[src/rtl/fma_normalize.sv]
// Post-addition normalization for the single-precision FMA: leading-zero count in stage 1,
// shift plus sticky reduction in stage 2, feeding a 27-bit significand to the rounding stage.
module fma_normalize #(
  parameter int SUM_W = 50,
  parameter int EXP_W = 10
) (
  input  logic             clk,
  input  logic             rst,
  input  logic             in_valid,
  output logic             in_ready,
  input  logic             in_sign,
  input  logic [EXP_W-1:0] in_exp,
  input  logic [SUM_W-1:0] in_sum,
  output logic             out_valid,
  input  logic             out_ready,
  output logic             out_sign,
  output logic [EXP_W-1:0] out_exp,
  output logic [26:0]      out_sig,
  output logic             out_zero,
  output logic             out_ovf,
  output logic             out_unf
);

  localparam int LZ_W = $clog2(SUM_W + 1);

  logic             r_s1Valid;
  logic             r_s1Sign;
  logic             r_s1Zero;
  logic [EXP_W-1:0] r_s1Exp;
  logic [SUM_W-1:0] r_s1Sum;
  logic [LZ_W-1:0]  r_s1Lz;

  logic             r_s2Valid;
  logic             r_outSign;
  logic [EXP_W-1:0] r_outExp;
  logic [26:0]      r_outSig;
  logic             r_outZero;
  logic             r_outOvf;
  logic             r_outUnf;

  logic             w_s1Advance;
  logic [LZ_W-1:0]  w_lz;
  logic             w_zero;
  logic [EXP_W:0]   w_expExt;
  logic [EXP_W:0]   w_lzExt;
  logic             w_expPos;
  logic             w_denorm;
  logic [LZ_W-1:0]  w_shift;
  logic [SUM_W-1:0] w_norm;
  logic [26:0]      w_sigRaw;
  logic [EXP_W:0]   w_e;
  logic             w_ovfRaw;
  logic [26:0]      w_nxtSig;
  logic [EXP_W-1:0] w_nxtExp;
  logic             w_nxtZero;
  logic             w_nxtOvf;
  logic             w_nxtUnf;

  assign w_s1Advance = !r_s2Valid || out_ready;
  assign in_ready    = !r_s1Valid || w_s1Advance;

  // Highest set bit wins because later iterations overwrite earlier ones.
  always_comb begin
    w_lz = LZ_W'(SUM_W);
    for (int i = 0; i < SUM_W; i++) begin
      if (in_sum[i]) w_lz = LZ_W'(SUM_W - 1 - i);
    end
  end

  assign w_zero = (in_sum == '0);

  always_ff @(posedge clk) begin
    if (rst) begin
      r_s1Valid <= 1'b0;
      r_s1Sign  <= 1'b0;
      r_s1Zero  <= 1'b0;
      r_s1Exp   <= '0;
      r_s1Sum   <= '0;
      r_s1Lz    <= '0;
    end else if (in_ready) begin
      r_s1Valid <= in_valid;
      if (in_valid) begin
        r_s1Sign <= in_sign;
        r_s1Zero <= w_zero;
        r_s1Exp  <= in_exp;
        r_s1Sum  <= in_sum;
        r_s1Lz   <= w_lz;
      end
    end
  end

  // Both operands are non-negative whenever w_denorm matters, so an unsigned compare is safe.
  assign w_expExt = {r_s1Exp[EXP_W-1], r_s1Exp};
  assign w_lzExt  = (EXP_W+1)'(r_s1Lz);
  assign w_expPos = !r_s1Exp[EXP_W-1] && (r_s1Exp != '0);
  assign w_denorm = !r_s1Zero && w_expPos && (w_lzExt > w_expExt);

  always_comb begin
    w_shift = '0;
    if (!r_s1Zero && w_expPos) w_shift = w_denorm ? r_s1Exp[LZ_W-1:0] : r_s1Lz;
  end

  assign w_norm   = r_s1Sum << w_shift;
  assign w_sigRaw = {w_norm[SUM_W-1 -: 26], |w_norm[SUM_W-27:0]};
  assign w_e      = w_expExt + (EXP_W+1)'(1) - (EXP_W+1)'(w_shift);
  assign w_ovfRaw = $signed(w_e) >= $signed((EXP_W+1)'(255));

  always_comb begin
    w_nxtSig  = '0;
    w_nxtExp  = '0;
    w_nxtZero = 1'b0;
    w_nxtOvf  = 1'b0;
    w_nxtUnf  = 1'b0;
    if (r_s1Zero) begin
      w_nxtZero = 1'b1;
    end else if (!w_expPos) begin
      w_nxtUnf = 1'b1;
    end else if (w_denorm) begin
      w_nxtSig = w_sigRaw;
      w_nxtUnf = 1'b1;
    end else begin
      w_nxtSig = w_sigRaw;
      w_nxtExp = w_e[EXP_W-1:0];
      w_nxtOvf = w_ovfRaw;
    end
  end

  // Output word only changes on a stage-1 advance, so it holds while stalled.
  always_ff @(posedge clk) begin
    if (rst) begin
      r_s2Valid <= 1'b0;
      r_outSign <= 1'b0;
      r_outExp  <= '0;
      r_outSig  <= '0;
      r_outZero <= 1'b0;
      r_outOvf  <= 1'b0;
      r_outUnf  <= 1'b0;
    end else if (w_s1Advance) begin
      r_s2Valid <= r_s1Valid;
      if (r_s1Valid) begin
        r_outSign <= r_s1Sign;
        r_outExp  <= w_nxtExp;
        r_outSig  <= w_nxtSig;
        r_outZero <= w_nxtZero;
        r_outOvf  <= w_nxtOvf;
        r_outUnf  <= w_nxtUnf;
      end
    end
  end

  assign out_valid = r_s2Valid;
  assign out_sign  = r_outSign;
  assign out_exp   = r_outExp;
  assign out_sig   = r_outSig;
  assign out_zero  = r_outZero;
  assign out_ovf   = r_outOvf;
  assign out_unf   = r_outUnf;

endmodule

[config.mk]
export PLATFORM = sky130hd
export DESIGN_NAME = fma_normalize
export DESIGN_NICKNAME = d
export VERILOG_FILES = /design/src/rtl/fma_normalize.sv
export SDC_FILE = /design/constraint.sdc
export NUM_CORES = 1
export LEC_CHECK = 0
export ABC_AREA = 1
export BUFFER_PORTS_ARGS = -buffer_cell sky130_fd_sc_hd__buf_2
export CORE_UTILIZATION = 45
export CTS_CLUSTER_DIAMETER = 60
export CTS_CLUSTER_SIZE = 14
export DETAILED_ROUTE_END_ITERATION = 12
export GPL_ROUTABILITY_DRIVEN = 0
export PLACE_DENSITY = 0.74
export SLEW_MARGIN = 20
export SYNTH_ARGS = -nofsm -noshare
export SYNTH_HDL_FRONTEND = slang
export SYNTH_SLANG_ARGS = --single-unit
[constraint.sdc]
create_clock -name clk -period 7.1 [get_ports clk]
set_input_delay 0.355 -clock clk [delete_from_list [all_inputs] [get_ports clk]]
set_output_delay 0.355 -clock clk [all_outputs]
set_load 0.005 [all_outputs]
==> results.py, run 1 <==
metrics = {
    "critical_path": {
        "path_cells": "inv_1 > ha_1 > a21oi_1 > o21ai_0 > a32o_1 > o21ai_2 > nor2_8 > inv_2 > or2_4 > nand2_4 > ha_1 > ha_1 > fa_1 > nand3_1 > nand2_1 > a21oi_1 > o21ai_0 > a21oi_1 > nor2_1 > nor2_1 > xor2_1 > o311ai_0 > a21oi_1",
        "crit_slowest_cell": "fa_1",
        "path_max_fanout": 97,
        "worstPathArrival_ps": 5010,
        "end_kind": "flip-flop",
        "start_kind": "flip-flop",
        "path_common_cell": "a21oi_1",
        "cpPeakStageDelay_ps": 460,
        "critical_path_class": "flip-flop to flip-flop",
        "crit_required_ps": 7310,
    },
    "sta": {
        "min_period_ps": 4790,
        "worst_slew_pin_slew_ps": 900,
        "max_freq_ghz": 0.209,
        "fin_crit_sh_pct": 67.5,
        "relSlewSlack_pct": 40.0,
        "fin_skew_ps": 8.46,
        "drv_slew": 0,
        "setup_viol": 0,
        "rsz0062_at_grt": "no",
        "finalSetupTns_ps": 0,
        "hold_viol": 0,
    },
    "global_route": {
        "grt_pass1_vias": 6868,
        "antenna_found_initial": 0,
        "grt_usage_pct": 23.2,
        "grt.overflow.total": 0,
        "grt_pass1_wl_um": 33900,
        "grt_max_degree": 109,
    },
    "synthesis": {
        "synth_area_per_cell_sq_um": 6.09,
        "ys_seq_area_share_pct": 28.1,
        "ys.flop_type": "dfxtp_1",
        "syn_inst": 1298,
        "ys_ff_latch": 111,
        "synth_area_sq_um": 7910,
        "synth_edf_count": 0,
        "synth_top_area_share_pct": 28.1,
        "yosysWarningCount": 0,
        "async_reset_ff_share_pct": 0,
        "yosysTopAreaCell": "dfxtp_1",
        "synth_cell_types": 53,
        "synthTopCellsByArea": "dfxtp_1 (28%), nand2_1 (17%), o21ai_0 (12%)",
        "syn_nets": 1388,
    },
    "cells_and_area": {
        "postLayoutCoreUtil_pct": 50.7,
        "seqCellArea_sq_um": 2220,
        "drive_gt1_share_pct": 12.4,
        "syn_to_final_growth_pct": 10.6,
        "antennaDiodeCount": 0,
        "final_cell_mix": "nand2_1 (354), o21ai_0 (184), inv_1 (160)",
        "nets": 1440,
        "multi_input_area_sq_um": 4700,
        "layout_commonest_cell": "nand2_1",
        "n_fill_cell": 1826,
    },
    "power": {
        "peakVddDrop_uv": 113,
        "powerDensity_nw_per_um2": 197,
        "total_leakage_power_nw": 4.03,
    },
    "clock_tree": {
        "worst_skew_pair.late_latency_ps": 370,
        "holdBufCountCts": 0,
        "cts_tree": "yes",
        "cts_setup_buffers": 0,
        "ctsResizeCount": 0,
        "root_buffer": "clkbuf_16",
        "clk_pin_slew_worst_paths_ps": 70,
        "clock_path_buffers": 2,
        "htree_levels": 3,
        "numCtsBuffers": 9,
        "cts_sinks": 111,
    },
    "placed_design": {
        "dp_hpwl_um": 16100,
        "io_buffer_count": 107,
    },
    "routing": {
        "avgRoutedWirePerCell_um": 13.2,
        "drc": 0,
        "dr.pass1.iters": 5,
        "totalWireLength_um": 20900,
        "dr_total_vias": 8272,
        "vias_per_cell": 5.24,
        "drt_iter0_markers": 723,
        "ant_nets": 0,
    },
    "floorplan": {
        "core_area_sq_um": 17200,
        "die_h_um": 135,
        "die_w_um": 135,
        "io_pins": 108,
        "initial_core_util_pct": 45.9,
        "rows": 48,
        "die_area_sq_um": 18100,
    },
    "worst_hold_path": {
        "hp-class": "input port to flip-flop",
    },
    "status": {
        "status": "finished, final reports clean",
    },
    "job": {
        "maxCapViolCount": 0,
    },
}
cell families (layout without fill, tap and decap cells):
| logic type | count (synthesis) | in the layout | share of synthesized area (%) |
|---|---|---|---|
| AOI/OAI and AO/OA | 406 | 406 | 28.6 |
| xor gates and xnor gates | 7 | 7 | 0.775 |
| adders and majority gates | 25 | 25 | 4.05 |
| buffers and inverters | 248 | 305 | 12.8 |
| DFF | 111 | 111 | 28.1 |
| muxes | 3 | 3 | 0.380 |
| and+or+nand+nor | 498 | 498 | 25.4 |
metrics by stage:
| stage | hold WS, ps | instance area, sq um | worst slack, ps | total power, mW | std cells |
|---|---|---|---|---|---|
| 2_1_floorplan | 439 | 7910 | 2880 | 1.10 | 1298 |
| 3_3_place_gp | 449 | 8460 | 2480 | 1.23 | 1564 |
| 3_5_place_dp | 452 | 8460 | 2360 | 1.24 | 1564 |
| 4_1_cts | 242 | 8750 | 2350 | 1.73 | 1580 |
| 5_1_grt | 278 | 8750 | 1890 | 1.83 | 1580 |
| 6_report | 255 | 8750 | 2310 | 1.73 | 1580 |
layout make-up:
cell class	count	share of cell area, %
tap	225	3.22
clock inverter	6	0.501
clock buffer	10	2.73
timing repair buffer	119	7.15
multi-input combinational	939	53.7
sequential	111	25.4
inverter	170	7.30
power breakdown:
part	leakage, nW	internal (mW)	switching (mW)
registers	0.914	0.664	0.0228
clock network	0.144	0.249	0.239
logic	2.98	0.188	0.362
total	4.03	1.10	0.624
path summary, 6_finish.rpt:
kind	slack [ps]	depth (start not counted)	startpoint	end
hold / removal	250	3	in_sum[45]	r_s1Sum[45]$_SDFFE_PP0P_
hold reg to reg	460	2	r_s1Sum[34]$_SDFFE_PP0P_	r_s1Sum[34]$_SDFFE_PP0P_
setup / recovery	2310	23	r_s1Exp[2]$_SDFFE_PP0P_	out_ovf$_SDFFE_PP0P_
setup reg to reg	2310	23	r_s1Exp[2]$_SDFFE_PP0P_	out_ovf$_SDFFE_PP0P_
critical path: cells and delay by family, from the launching register on:
family | cells | cell delay [ps]
AOI/OAI and AO/OA | 9 | 1470
adders and majority gates | 4 | 1460
and+or+nand+nor | 7 | 970
DFF | 1 | 410
buffers and inverters | 2 | 220
xor gates and xnor gates | 1 | 90
synthesized netlist by cell type (5+ instances only):
master / n
a31oi_1: 11
o211ai_1: 21
o21ai_2: 12
buf_1: 10
nor2_1: 76
ha_1: 24
nand2_1: 355
o221ai_1: 7
nand3_1: 36
xor2_1: 5
nor3_1: 11
clkbuf_1: 45
a21oi_1: 113
o21ai_0: 184
inv_1: 160
nor4_1: 8
inv_2: 9
buf_2: 13
dfxtp_1: 111
o21ai_1: 35
sequential cells by signal, summed over array words and instances (netlist names):
| signal | cells |
|---|---|
| r_s1Lz | 6 |
| out_sig | 27 |
| out_sign | 1 |
| r_s1Valid | 1 |
| r_s1Sum | 50 |
| r_s1Exp | 10 |
| out_zero | 1 |
| r_s1Zero | 1 |
| out_ovf | 1 |
| r_s1Sign | 1 |
| out_exp | 10 |
| out_valid | 1 |
| out_unf | 1 |
layer usage:
metal	vias up	GRT usage (%)	wire [um]	share of wire (%)
met4	0	7.80	447	2.1
met3	35	3.90	1210	5.8
met1	3613	34.4	10800	52
met2	265	33.8	8430	40
li1	4359	-	-	-
met5	-	0	0	0
Power figures use the tool's default switching activity.
==> inputs of run 2 (changes only) <==
==> constraint.sdc (replaced) <==
create_clock -name clk -period 4.7 [get_ports clk]
set_input_delay 0.235 -clock clk [delete_from_list [all_inputs] [get_ports clk]]
set_output_delay 0.235 -clock clk [all_outputs]
set_load 0.005 [all_outputs]
==> results.py, run 2 (same netlist as run 1, synthesis figures left out) <==
metrics = {
    "status": {
        "status": "finished, final reports clean",
    },
    "sta": {
        "drv_slew": 0,
        "fin_crit_sh_pct": 87.5,
        "hold_ws_ps": 127,
        "relSlewSlack_pct": 40.3,
        "min_period_ps": 4110,
        "fin_ws_ps": 586,
        "rsz0062_at_grt": "no",
        "finalSetupTns_ps": 0,
        "hold_viol": 0,
        "max_freq_ghz": 0.243,
        "worst_slew_pin_slew_ps": 895,
        "setup_viol": 0,
        "fin_skew_ps": 10.1,
    },
    "worst_hold_path": {
        "holdPathEnd": "r_s1Sum[45]$_SDFFE_PP0P_",
        "hold_path_depth": 3,
        "hp-class": "input port to flip-flop",
        "hold_start": "in_sum[45]",
    },
    "global_route": {
        "grt_max_degree": 97,
        "grt_pass1_wl_um": 35300,
        "grt.overflow.total": 0,
        "antenna_found_initial": 0,
        "met3_usage_pct": 2.93,
        "grt_pass1_vias": 7230,
        "grt_usage_pct": 24.3,
        "use_met2_pct": 36.5,
        "grt.met1_usage_pct": 35.3,
        "top_usage_layer": "met2",
    },
    "critical_path": {
        "r2r_slack_ps": 590,
        "path_max_fanout": 6,
        "crit_slowest_cell": "fa_1",
        "reg2reg_depth": 23,
        "rr_endpoint": "out_ovf$_SDFFE_PP0P_",
        "path_delay_family": "compound AO/OA/AOI/OAI gates",
        "worstPathArrival_ps": 4330,
        "path_cells": "inv_1 > ha_1 > a21oi_1 > o21ai_0 > a32o_1 > o21ai_2 > nor2_8 > inv_2 > or2_4 > nand2_4 > ha_1 > ha_1 > fa_1 > nand3_1 > nand2_1 > a21oi_1 > o21ai_0 > a21oi_1 > nor2_1 > nor2_1 > xor2_1 > o311ai_0 > a21oi_1",
        "path_buf_inv": 2,
        "crit_required_ps": 4920,
        "reg2reg_from": "r_s1Exp[2]$_SDFFE_PP0P_",
        "setup.worst_path.start": "r_s1Exp[2]$_SDFFE_PP0P_",
        "end_kind": "flip-flop",
        "critical_path_class": "flip-flop to flip-flop",
        "start_kind": "flip-flop",
        "cpPeakStageDelay_ps": 460,
        "path_common_cell": "a21oi_1",
    },
    "clock_tree": {
        "holdBufCountCts": 0,
        "root_buffer": "clkbuf_16",
        "htree_levels": 3,
        "ctsResizeCount": 0,
        "worst_skew_pair.late_latency_ps": 370,
        "clock_path_buffers": 2,
        "cts_sinks": 111,
        "cts_setup_buffers": 0,
        "clk_pin_slew_worst_paths_ps": 80,
        "numCtsBuffers": 9,
        "cts_tree": "yes",
    },
    "routing": {
        "ant_nets": 0,
        "avgRoutedWirePerCell_um": 13.7,
        "drt_iter0_markers": 792,
        "vias_per_cell": 5.25,
        "dr.pass1.iters": 6,
        "totalWireLength_um": 21600,
        "drc": 0,
        "dr_total_vias": 8288,
    },
    "floorplan": {
        "initial_core_util_pct": 45.9,
        "rows": 48,
        "core_area_sq_um": 17200,
        "die_w_um": 135,
        "die_h_um": 135,
        "io_pins": 108,
        "die_area_sq_um": 18100,
    },
    "power": {
        "total_leakage_power_nw": 4.05,
        "powerDensity_nw_per_um2": 305,
        "peakVddDrop_uv": 186,
    },
    "cells_and_area": {
        "drive_gt1_share_pct": 12.4,
        "final_cells": 1580,
        "final_cell_mix": "nand2_1 (354), o21ai_0 (184), inv_1 (160)",
        "largest-register": "r_s1Sum",
        "syn_to_final_growth_pct": 11.1,
        "largest_register_ffs": 50,
        "nets": 1441,
        "layout_commonest_cell": "nand2_1",
        "antennaDiodeCount": 0,
    },
    "placed_design": {
        "dp_hpwl_um": 16500,
        "dp_slack_ps": 604,
        "io_buffer_count": 107,
        "placedCellCount": 1565,
    },
    "job": {
        "maxCapViolCount": 0,
    },
}
## run 2: changes by cell type in the layout (fill, tap and decap cells not counted)
cell       delta
clkinv_4      -1
buf_12        +1
inv_6         +1
bufinv_16     +1
clkinv_2      -2
## run 2: routing by layer
layer / routed length, um / vias to the layer above
met1: 11100 / 3660
met5: 0 / -
met4: 361 / 0
met3: 1090 / 25
li1: - / 4355
met2: 9120 / 248
## run 2: tightest hold or removal path: stages
cell	delay (ps)
buf_2	110
inv_1	60
a21oi_1	50
## run 2: power by group
part | internal, mW | total [mW] | switching, mW
logic | 0.287 | 0.841 | 0.553
registers | 1.00 | 1.04 | 0.0339
clock network | 0.431 | 0.799 | 0.368
total | 1.72 | 2.68 | 0.955
## run 2: layout make-up
| type | instances | area (sq um) |
|---|---|---|
| Multi-Input combinational cell | 939 | 4700 |
| Inverter | 170 | 638 |
| Clock inverter | 5 | 63.8 |
| Sequential cell | 111 | 2220 |
| Timing Repair Buffer | 120 | 646 |
| Fill cell | 1812 | 8450 |
| Clock buffer | 10 | 239 |
| Tap cell | 225 | 282 |
## run 2: worst max-delay path by stage
stage	end	slack [ps]	depth (start not counted)
floorplan	out_ovf$_SDFFE_PP0P_	480	25
global placement	out_ovf$_SDFFE_PP0P_	730	23
detailed placement	out_ovf$_SDFFE_PP0P_	600	23
CTS	out_ovf$_SDFFE_PP0P_	590	23
global route	out_sig[0]$_SDFFE_PP0P_	260	26
finish	out_ovf$_SDFFE_PP0P_	590	23
## run 2: stage by stage
step / area (sq um) / utilization (%) / total power, mW
floorplan: 7910 / - / 1.66
global placement: 8480 / 49.2 / 1.87
detailed placement: 8480 / 49.2 / 1.88
CTS: 8790 / 51.0 / 2.68
global route: 8790 / 51.0 / 2.84
finish: 8790 / 51.0 / 2.68
==> inputs of run 3 (changes only) <==
--- a/config.mk
+++ b/config.mk
@@ -12,7 +12,7 @@
 export CTS_CLUSTER_SIZE = 14
 export DETAILED_ROUTE_END_ITERATION = 12
 export GPL_ROUTABILITY_DRIVEN = 0
-export PLACE_DENSITY = 0.74
+export PLACE_DENSITY = 0.76
 export SLEW_MARGIN = 20
 export SYNTH_ARGS = -nofsm -noshare
 export SYNTH_HDL_FRONTEND = slang
==> constraint.sdc (replaced) <==
create_clock -name clk -period 3.6 [get_ports clk]
set_input_delay 0.18 -clock clk [delete_from_list [all_inputs] [get_ports clk]]
set_output_delay 0.18 -clock clk [all_outputs]
set_load 0.005 [all_outputs]
==> results.py, run 3 (same netlist as run 1, synthesis figures left out) <==
metrics = {
    "critical_path": {
        "start_kind": "flip-flop",
        "path_max_fanout": 5,
        "crit_required_ps": 3830,
        "worstPathArrival_ps": 4040,
        "end_kind": "flip-flop",
        "reg2reg_depth": 23,
        "critical_path_class": "flip-flop to flip-flop",
    },
    "sta": {
        "max_freq_ghz": 0.262,
        "worst_slew_pin_slew_ps": 838,
        "min_period_ps": 3810,
        "setup_viol": 3,
        "drv_slew": 0,
        "relSlewSlack_pct": 44.1,
        "rsz0062_at_grt": "yes",
        "fin_skew_ps": 6.15,
        "fin_ws_ps": -211,
        "hold_viol": 0,
        "fin_crit_sh_pct": 106,
    },
    "placed_design": {
        "dp_slack_ps": -84.3,
        "io_buffer_count": 107,
        "dp_hpwl_um": 17400,
        "placedCellCount": 1594,
        "placed_cell_area_sq_um": 8950,
    },
    "cells_and_area": {
        "stdcell_area_sq_um": 9780,
        "nets": 1510,
        "layout_commonest_cell": "nand2_1",
        "syn_to_final_growth_pct": 23.7,
        "n_fill_cell": 1610,
        "antennaDiodeCount": 0,
        "drive_gt1_share_pct": 22.5,
        "largest_register_ffs": 50,
        "seqCellArea_sq_um": 2240,
        "final_cells": 1650,
        "multi_input_area_sq_um": 5090,
        "largest-register": "r_s1Sum",
        "final_cell_mix": "nand2_1 (347), o21ai_0 (160), inv_1 (146)",
    },
    "floorplan": {
        "die_h_um": 135,
        "io_pins": 108,
        "initial_core_util_pct": 45.9,
        "core_area_sq_um": 17200,
        "rows": 48,
        "die_area_sq_um": 18100,
        "die_w_um": 135,
    },
    "routing": {
        "vias_per_cell": 5.45,
        "drt_iter0_markers": 938,
        "ant_nets": 0,
        "drc": 0,
        "dr.pass1.iters": 6,
        "avgRoutedWirePerCell_um": 15.1,
        "totalWireLength_um": 24900,
        "dr_total_vias": 8993,
    },
    "status": {
        "status": "finished with violations",
        "violations": "negative setup slack",
    },
    "global_route": {
        "top_usage_layer": "met2",
        "grt_pass1_vias": 7696,
        "use_met2_pct": 41.9,
        "met3_usage_pct": 3.45,
        "grt_usage_pct": 26.4,
        "grt.met1_usage_pct": 36.8,
        "antenna_found_initial": 0,
        "grt.overflow.total": 0,
        "grt_pass1_wl_um": 38100,
        "grt_max_degree": 61,
    },
    "clock_tree": {
        "clk_pin_slew_worst_paths_ps": 80,
        "htree_levels": 3,
        "holdBufCountCts": 0,
        "worst_skew_pair.late_latency_ps": 360,
        "clock_path_buffers": 2,
        "numCtsBuffers": 9,
        "cts_tree": "yes",
        "cts_sinks": 111,
        "root_buffer": "clkbuf_16",
    },
    "job": {
        "maxCapViolCount": 0,
    },
    "power": {
        "powerDensity_nw_per_um2": 381,
        "total_leakage_power_nw": 4.45,
        "power_mw": 3.73,
        "peakVddDrop_uv": 261,
    },
    "worst_hold_path": {
        "hp-class": "input port to flip-flop",
        "hold_path_depth": 3,
    },
}
-- run 3: changes by cell type in the layout (fill, tap and decap cells not counted), sizes merged --
cell | previous run | this run
buf | 120 | 188
clkinv | 3 | 5
inv | 171 | 172
bufinv | 1 | 0
-- run 3: final cells by class --
type	count	share of cell area, %
clock buffer	9	2.30
multi-input combinational	939	52.0
inverter	170	6.68
timing repair buffer	189	12.5
tap	225	2.88
sequential	111	22.9
clock inverter	7	0.691
-- run 3: path summary, 6_finish.rpt --
path | from | endpoint | slack, ps
setup / recovery | r_s1Exp[2]$_SDFFE_PP0P_ | out_ovf$_SDFFE_PP0P_ | -210
hold / removal | in_sign | r_s1Sign$_SDFFE_PP0P_ | 80
setup reg to reg | r_s1Exp[2]$_SDFFE_PP0P_ | out_ovf$_SDFFE_PP0P_ | -210
hold reg to reg | out_sig[5]$_SDFFE_PP0P_ | out_sig[5]$_SDFFE_PP0P_ | 460
-- run 3: stage by stage --
step	hold slack [ps]	TNS (ps)	utilization (%)
after floorplan	328	-256	-
after global routing	105	-2310	56.7
after detailed placement	454	-84.3	51.9
final	82.2	-419	56.7
after global placement	449	0	51.9
after CTS	81.7	0	55.0
-- run 3: timing repair --
| action | in CTS | in global routing |
|---|---|---|
| pin swaps | 11 | 26 |
| gates cloned | 0 | 1 |
| gates resized for setup | 8 | 73 |
| buffers inserted | 26 | 14 |
| setup endpoints to repair | 5 | 36 |
-- run 3: metal layers --
layer | vias up | wire length (um) | share of wire (%)
li1 | 4500 | - | -
met1 | 4000 | 11200 | 45
met2 | 432 | 11200 | 45
met3 | 61 | 1840 | 7.4
met4 | 0 | 677 | 2.7
met5 | - | 0 | 0
-- run 3: power breakdown --
part	total (mW)	internal (mW)	switching (mW)
registers	1.36	1.31	0.0481
logic	1.39	0.538	0.856
clock network	0.976	0.487	0.490
-- run 3: worst max-delay path: stages, from the launching register on --
cell and delay [ps]:
dfxtp_2 340, inv_2 50, ha_4 220, a21oi_1 140
o21ai_0 110, a32o_2 250, o21ai_4 130, nor2_8 90
inv_6 100, or2_4 150, nand2_8 80, ha_4 180
ha_4 160, fa_2 410, nand3_2 80, nand2_2 70
a21oi_2 180, o21ai_2 110, a21oi_2 160, nor2_1 70
nor2_1 140, xor2_1 100, o311ai_1 260, a21oi_1 90
